[src/rtl/usrt_rx.sv]
// rtl/usrt_rx.sv - USRT receiver: oversampled RTS-delimited frame deserializer
//
// Purpose:
//   Samples the transmitter's bit clock, frame strobe and serial data in the
//   clk domain, shifts in one bit per falling usrt_clk edge while RTS is high,
//   and on RTS deassertion publishes the frame right-aligned together with its
//   bit count and a length-error flag.
//
// Ports:
//   clk      in   system clock, all logic on rising edge
//   rst      in   asynchronous active-low reset
//   usrt_clk in   external bit clock (asynchronous to clk)
//   rts      in   frame strobe, high while a frame is sent
//   rxd      in   serial data from the transmitter
//   len_sel  in   expected length select (0: LEN_A, 1: LEN_B)
//   data     out  last received frame, right-aligned
//   bit_cnt  out  number of bits in the last frame
//   valid    out  one-cycle pulse when data/bit_cnt/len_err update
//   len_err  out  last frame length mismatch or overflow
//   busy     out  high while a frame is being received

module usrt_rx #(
    parameter int MAX_BITS = 48,
    parameter int LEN_A    = 32,
    parameter int LEN_B    = 48
) (
    input  logic                clk,
    input  logic                rst,
    input  logic                usrt_clk,
    input  logic                rts,
    input  logic                rxd,
    input  logic                len_sel,
    output logic [MAX_BITS-1:0] data,
    output logic [5:0]          bit_cnt,
    output logic                valid,
    output logic                len_err,
    output logic                busy
);

    localparam logic [5:0] MAX_C   = 6'(MAX_BITS);
    localparam logic [5:0] LEN_A_C = 6'(LEN_A);
    localparam logic [5:0] LEN_B_C = 6'(LEN_B);

    typedef enum logic [1:0] {
        IDLE = 2'd0,
        RECV = 2'd1,
        DONE = 2'd2
    } state_t;

    state_t state, state_next;

    // Synchronizers: all three inputs see identical latency so that rxd_s is
    // still the mid-bit value when the delayed falling edge is detected.
    logic usrt_s1, usrt_s, usrt_s_d;
    logic rts_s1, rts_s, rts_s_d;
    logic rxd_s1, rxd_s;

    always_ff @(posedge clk or negedge rst) begin
        if (!rst) begin
            usrt_s1  <= 1'b0;
            usrt_s   <= 1'b0;
            usrt_s_d <= 1'b0;
            rts_s1   <= 1'b0;
            rts_s    <= 1'b0;
            rts_s_d  <= 1'b0;
            rxd_s1   <= 1'b0;
            rxd_s    <= 1'b0;
        end else begin
            usrt_s1  <= usrt_clk;
            usrt_s   <= usrt_s1;
            usrt_s_d <= usrt_s;
            rts_s1   <= rts;
            rts_s    <= rts_s1;
            rts_s_d  <= rts_s;
            rxd_s1   <= rxd;
            rxd_s    <= rxd_s1;
        end
    end

    logic fall, rts_rise, rts_fall;

    assign fall     = usrt_s_d & ~usrt_s;
    assign rts_rise = rts_s & ~rts_s_d;
    assign rts_fall = ~rts_s & rts_s_d;

    // Frame accumulation registers
    logic [MAX_BITS-1:0] shreg, shreg_next;
    logic [5:0]          cnt, cnt_next;
    logic                ovf, ovf_next;

    // FSM control
    logic do_clear;   // start a fresh frame this cycle
    logic do_sample;  // a bit is offered this cycle
    logic do_done;    // publish the finished frame

    always_ff @(posedge clk or negedge rst) begin
        if (!rst) begin
            state <= IDLE;
        end else begin
            state <= state_next;
        end
    end

    always_comb begin
        state_next = state;
        do_clear   = 1'b0;
        do_sample  = 1'b0;
        do_done    = 1'b0;
        case (state)
            IDLE: begin
                if (rts_rise) begin
                    do_clear   = 1'b1;
                    do_sample  = fall;
                    state_next = RECV;
                end
            end
            RECV: begin
                // rts_fall implies rts_s=0, so a coincident edge is dropped.
                do_sample = fall & rts_s;
                if (rts_fall) begin
                    state_next = DONE;
                end
            end
            DONE: begin
                do_done = 1'b1;
                if (rts_s) begin
                    do_clear   = 1'b1;
                    do_sample  = fall;
                    state_next = RECV;
                end else begin
                    state_next = IDLE;
                end
            end
            default: begin
                state_next = IDLE;
            end
        endcase
    end

    // Clear happens first so that a coincident sample lands in an empty frame.
    always_comb begin
        shreg_next = do_clear ? '0 : shreg;
        cnt_next   = do_clear ? 6'd0 : cnt;
        ovf_next   = do_clear ? 1'b0 : ovf;
        if (do_sample) begin
            if (cnt_next < MAX_C) begin
                shreg_next = {shreg_next[MAX_BITS-2:0], rxd_s};
                cnt_next   = cnt_next + 6'd1;
            end else begin
                ovf_next = 1'b1;
            end
        end
    end

    always_ff @(posedge clk or negedge rst) begin
        if (!rst) begin
            shreg <= '0;
            cnt   <= 6'd0;
            ovf   <= 1'b0;
        end else begin
            shreg <= shreg_next;
            cnt   <= cnt_next;
            ovf   <= ovf_next;
        end
    end

    // Output registers: updated only in DONE, held otherwise.
    always_ff @(posedge clk or negedge rst) begin
        if (!rst) begin
            data    <= '0;
            bit_cnt <= 6'd0;
            len_err <= 1'b0;
            valid   <= 1'b0;
        end else begin
            valid <= do_done;
            if (do_done) begin
                data    <= shreg;
                bit_cnt <= cnt;
                len_err <= ovf | (cnt != (len_sel ? LEN_B_C : LEN_A_C));
            end
        end
    end

    assign busy = (state == RECV);

endmodule

[config.mk]
export PLATFORM = sky130hd
export DESIGN_NAME = usrt_rx
export DESIGN_NICKNAME = d
export VERILOG_FILES = /design/src/rtl/usrt_rx.sv
export SDC_FILE = /design/constraint.sdc
export NUM_CORES = 1
export LEC_CHECK = 0
export ABC_AREA = 1
export CAP_MARGIN = 5
export CORE_UTILIZATION = 50
export CTS_CLUSTER_SIZE = 24
export DETAILED_ROUTE_END_ITERATION = 8
export PLACE_DENSITY = 0.84
export SLEW_MARGIN = 0
export SYNTH_ARGS = -nofsm -noshare
export SYNTH_HDL_FRONTEND = slang
export SYNTH_SLANG_ARGS = --single-unit
export TNS_END_PERCENT = 30
[constraint.sdc]
create_clock -name clk -period 3.4 [get_ports clk]
set_clock_uncertainty 0.15 [all_clocks]
set_input_delay 0.34 -clock clk [delete_from_list [all_inputs] [get_ports clk]]
set_output_delay 0.34 -clock clk [all_outputs]
set_load 0.1 [all_outputs]
==> reports/results.tsv <==
stage	metric	value	unit
sta	post-route-period-util	0.832	
die	io_pins	63	
synthesis	synth_edf_count	0	
sta	setup_violations	0	
finish	diodes	0	
sta	hold_viol_final	0	
detailed_routing	detail-route-antenna-nets	0	
synthesis	async_flop_share	1.00	
synthesis	syn_area_per_cell	8.69	um^2
worst_setup_path	r2r_slack	0.57	ns
synthesis	yosysTopAreaCellShare	0.605	
detailed_routing	route.detailed.drc	0	
sta	worstMarginPinSlew	0.990	ns
pwr	peakVddDrop	0.000481	V
placement	placed_cell_area	0.00564	mm^2
worst_setup_path	cp_max_fo	50	
cts	clk_pin_slew	0.05	ns
synthesis	yosys_register_bits	121	
finish	nNetsFinal	645	
cts	cts_buffers	17	
placement	place_congestion	0.855	
sta	rsz0062_at_grt	no	
global_route	globalRouteTotalUtil	0.218	
global_route	grt_max_degree	105	
run	cap_violations	0	
synthesis	synthTopCellsByCount	nand2_1, dfrtp_1, inv_1	
synthesis	syn-num-nets	588	
synthesis	yosys_warnings	0	
worst_hold_path	holdPathEnd	rxd_s1	
detailed_routing	routed_via_density	4.85	
cts	root_buffer	clkbuf_8	
finish	n_fill_cell	762	
run_status	status	finished, final reports clean	
synthesis	ys_seq_area_frac	0.605	
synthesis	syn_area	0.00500	mm^2
die	core	0.00973	mm^2
worst_setup_path	worstPathArrival	3.13	ns
sta	max_slew_margin	0.338	
worst_hold_path	min_from	rxd	
worst_hold_path	min_path_type	in -> reg	
synthesis	synth.top_cells.by_area	dfrtp_1, nand2_1, o21ai_0	
die	die_y	102	um
worst_setup_path	startpoint_type	flop	
finish	drive_gt1_frac	0.0620	
global_route	gr-total-overflow	0	
worst_setup_path	worst_r2r_startpoint	state[0]	
cts	cts_buffer_depth	2	
worst_setup_path	cp.required	3.70	ns
synthesis	synth_top_area_cell	dfrtp_1	
placement	dp_cells	746	
die	dieWidth	102	um
detailed_routing	drt-initial-drc-count	202	
pwr	leakagePower	3.10	nW
cts	postCtsSetupBuffers	0	
sta	timing.fmax	0.354	GHz
sta	tns	0	ns
global_route	grt_first_pass_wirelength	17.3	mm
synthesis	yosysUniqueCellTypes	25	
synthesis	yosysMostFrequentCell	nand2_1	
die	die_area	0.0104	mm^2
global_route	grt_pass1_vias	3777	
worst_hold_path	hold_depth	1	
cts	clk-insertion-delay-late	0.52	ns
detailed_routing	vias	3777	
detailed_routing	wl_per_cell	12.7	um
placement	portBuffers	62	
sta	fin_hold_ws	0.113	ns
placement	dp_hpwl	5.82	mm
finish	areaGrowthSynthToFinish	25.2	%
worst_setup_path	r2r_cells	10	
die	num_rows	36	
detailed_routing	wl	9.91	mm
finish	fin_cells	778	
cts	cts_tree	built	
worst_setup_path	timing.rr.end	shreg[47]	
detailed_routing	dr.pass1.iters	5	
sta	fin_crit	2.83	ns
cts	htreeDepth	4	
cts	clkSinkCount	121	
pwr	pwr_density_cell	695	mW/mm^2
finish	final_core_util	0.644	
synthesis	synthCells	576	
sta	slew_viol_final	0	
die	start_util	0.514	
global_route	antenna_found_initial	0	
synthesis	synthFlopType	dfrtp_1	
worst_setup_path	crit_type	reg -> reg	
finish	fin_area	0.00626	mm^2
worst_setup_path	cp-end-kind	flop	
-- cell usage in the layout (no fill, tap or decap) --
cell               n
o21ai_0           52
and3_2             1
dlygate4sd3_1      1
nand3_1            9
buf_12             1
ha_1               6
dfrtp_1          121
inv_2              3
nand2_2            1
o21ai_1            2
buf_4              3
clkinv_2           3
o21bai_1           1
xnor2_1            1
a21oi_1            2
clkinvlp_4         1
nand2_1          225
bufinv_16          4
nand4_1            3
xor2_1             1
clkbuf_16         16
clkdlybuf4s50_1   60
clkbuf_1           3
o31ai_1            1
clkbuf_8           4
nor4_1             1
inv_1             63
nor3_1             2
nand2_4            2
nor2_1            51
nand3_4            1
-- area by class of cell --
class	count	area (um^2)	area share
Tap cell	133	166	0.0266
Clock inverter	8	143	0.0228
Timing Repair Buffer	65	653	0.104
Inverter	66	248	0.0396
Multi-Input combinational cell	362	1560	0.249
Sequential cell	121	3030	0.484
Clock buffer	23	467	0.0745
-- cell families (layout without fill, tap and decap cells) --
family / count (synthesis) / count (layout) / synth area share
AND/OR/NAND/NOR: 296 / 296 / 0.234
adder cells (fa/ha/maj): 6 / 6 / 0.0150
flip-flops: 121 / 121 / 0.605
buffers and inverters: 93 / 162 / 0.0835
XOR/XNOR: 2 / 2 / 0.00350
AO/OA/AOI/OAI: 58 / 58 / 0.0590
-- what timing repair did --
action	CTS	global route
resized for setup	0	0
hold buffers	1	0
hold endpoints to repair	67	0
-- worst max-delay path, stage by stage, from the launching register on --
cell and delay (ns):
dfrtp_1 0.42, inv_1 0.13, ha_1 0.35, nand2_1 0.09, nand2_1 0.12, nand2_4 0.11
nand3_4 0.11, nand2_4 0.29, inv_2 0.70, nand2_1 0.15, nand2_1 0.12
-- flip-flops by register name, summed over array words and instances (netlist names) --
| name | count |
|---|---|
| usrt_s_d | 1 |
| ovf | 1 |
| shreg | 48 |
| cnt | 6 |
| rts_s | 1 |
| len_err | 1 |
| rxd_s | 1 |
| rts_s1 | 1 |
| rts_s_d | 1 |
| bit_cnt | 6 |
| usrt_s | 1 |
| state | 2 |
| valid | 1 |
| data | 48 |
| usrt_s1 | 1 |
| rxd_s1 | 1 |
-- how the worst max path moves through the flow --
stage             start   endpoint  cells past startpoint
2_1_floorplan  state[0]     cnt[4]                     14
3_3_place_gp   state[0]   shreg[0]                     10
3_5_place_dp   state[0]   shreg[0]                     10
4_1_cts        state[0]  shreg[47]                     10
5_1_grt        state[0]  shreg[47]                     10
6_report       state[0]  shreg[47]                     10
-- routing by layer --
metal,global-route usage,vias up,part of all wire
met2,0.350,105,0.48
li1,-,1860,-
met5,0,-,0
met4,0.0725,0,0.014
met3,0.0554,14,0.044
met1,0.292,1798,0.46
-- stage by stage --
stage / power (mW) / setup slack [ns]
6_report: 4.35 / 0.571
5_1_grt: 4.53 / 0.274
4_1_cts: 4.37 / 0.574
3_5_place_dp: 2.52 / 0.677
2_1_floorplan: 2.35 / 1.42
3_3_place_gp: 2.49 / 0.792
-- power breakdown --
group          internal, mW  switching, mW
clock network          1.24          0.600
registers              1.53         0.0656
logic                 0.194          0.721
Power figures use the tool's default switching activity.
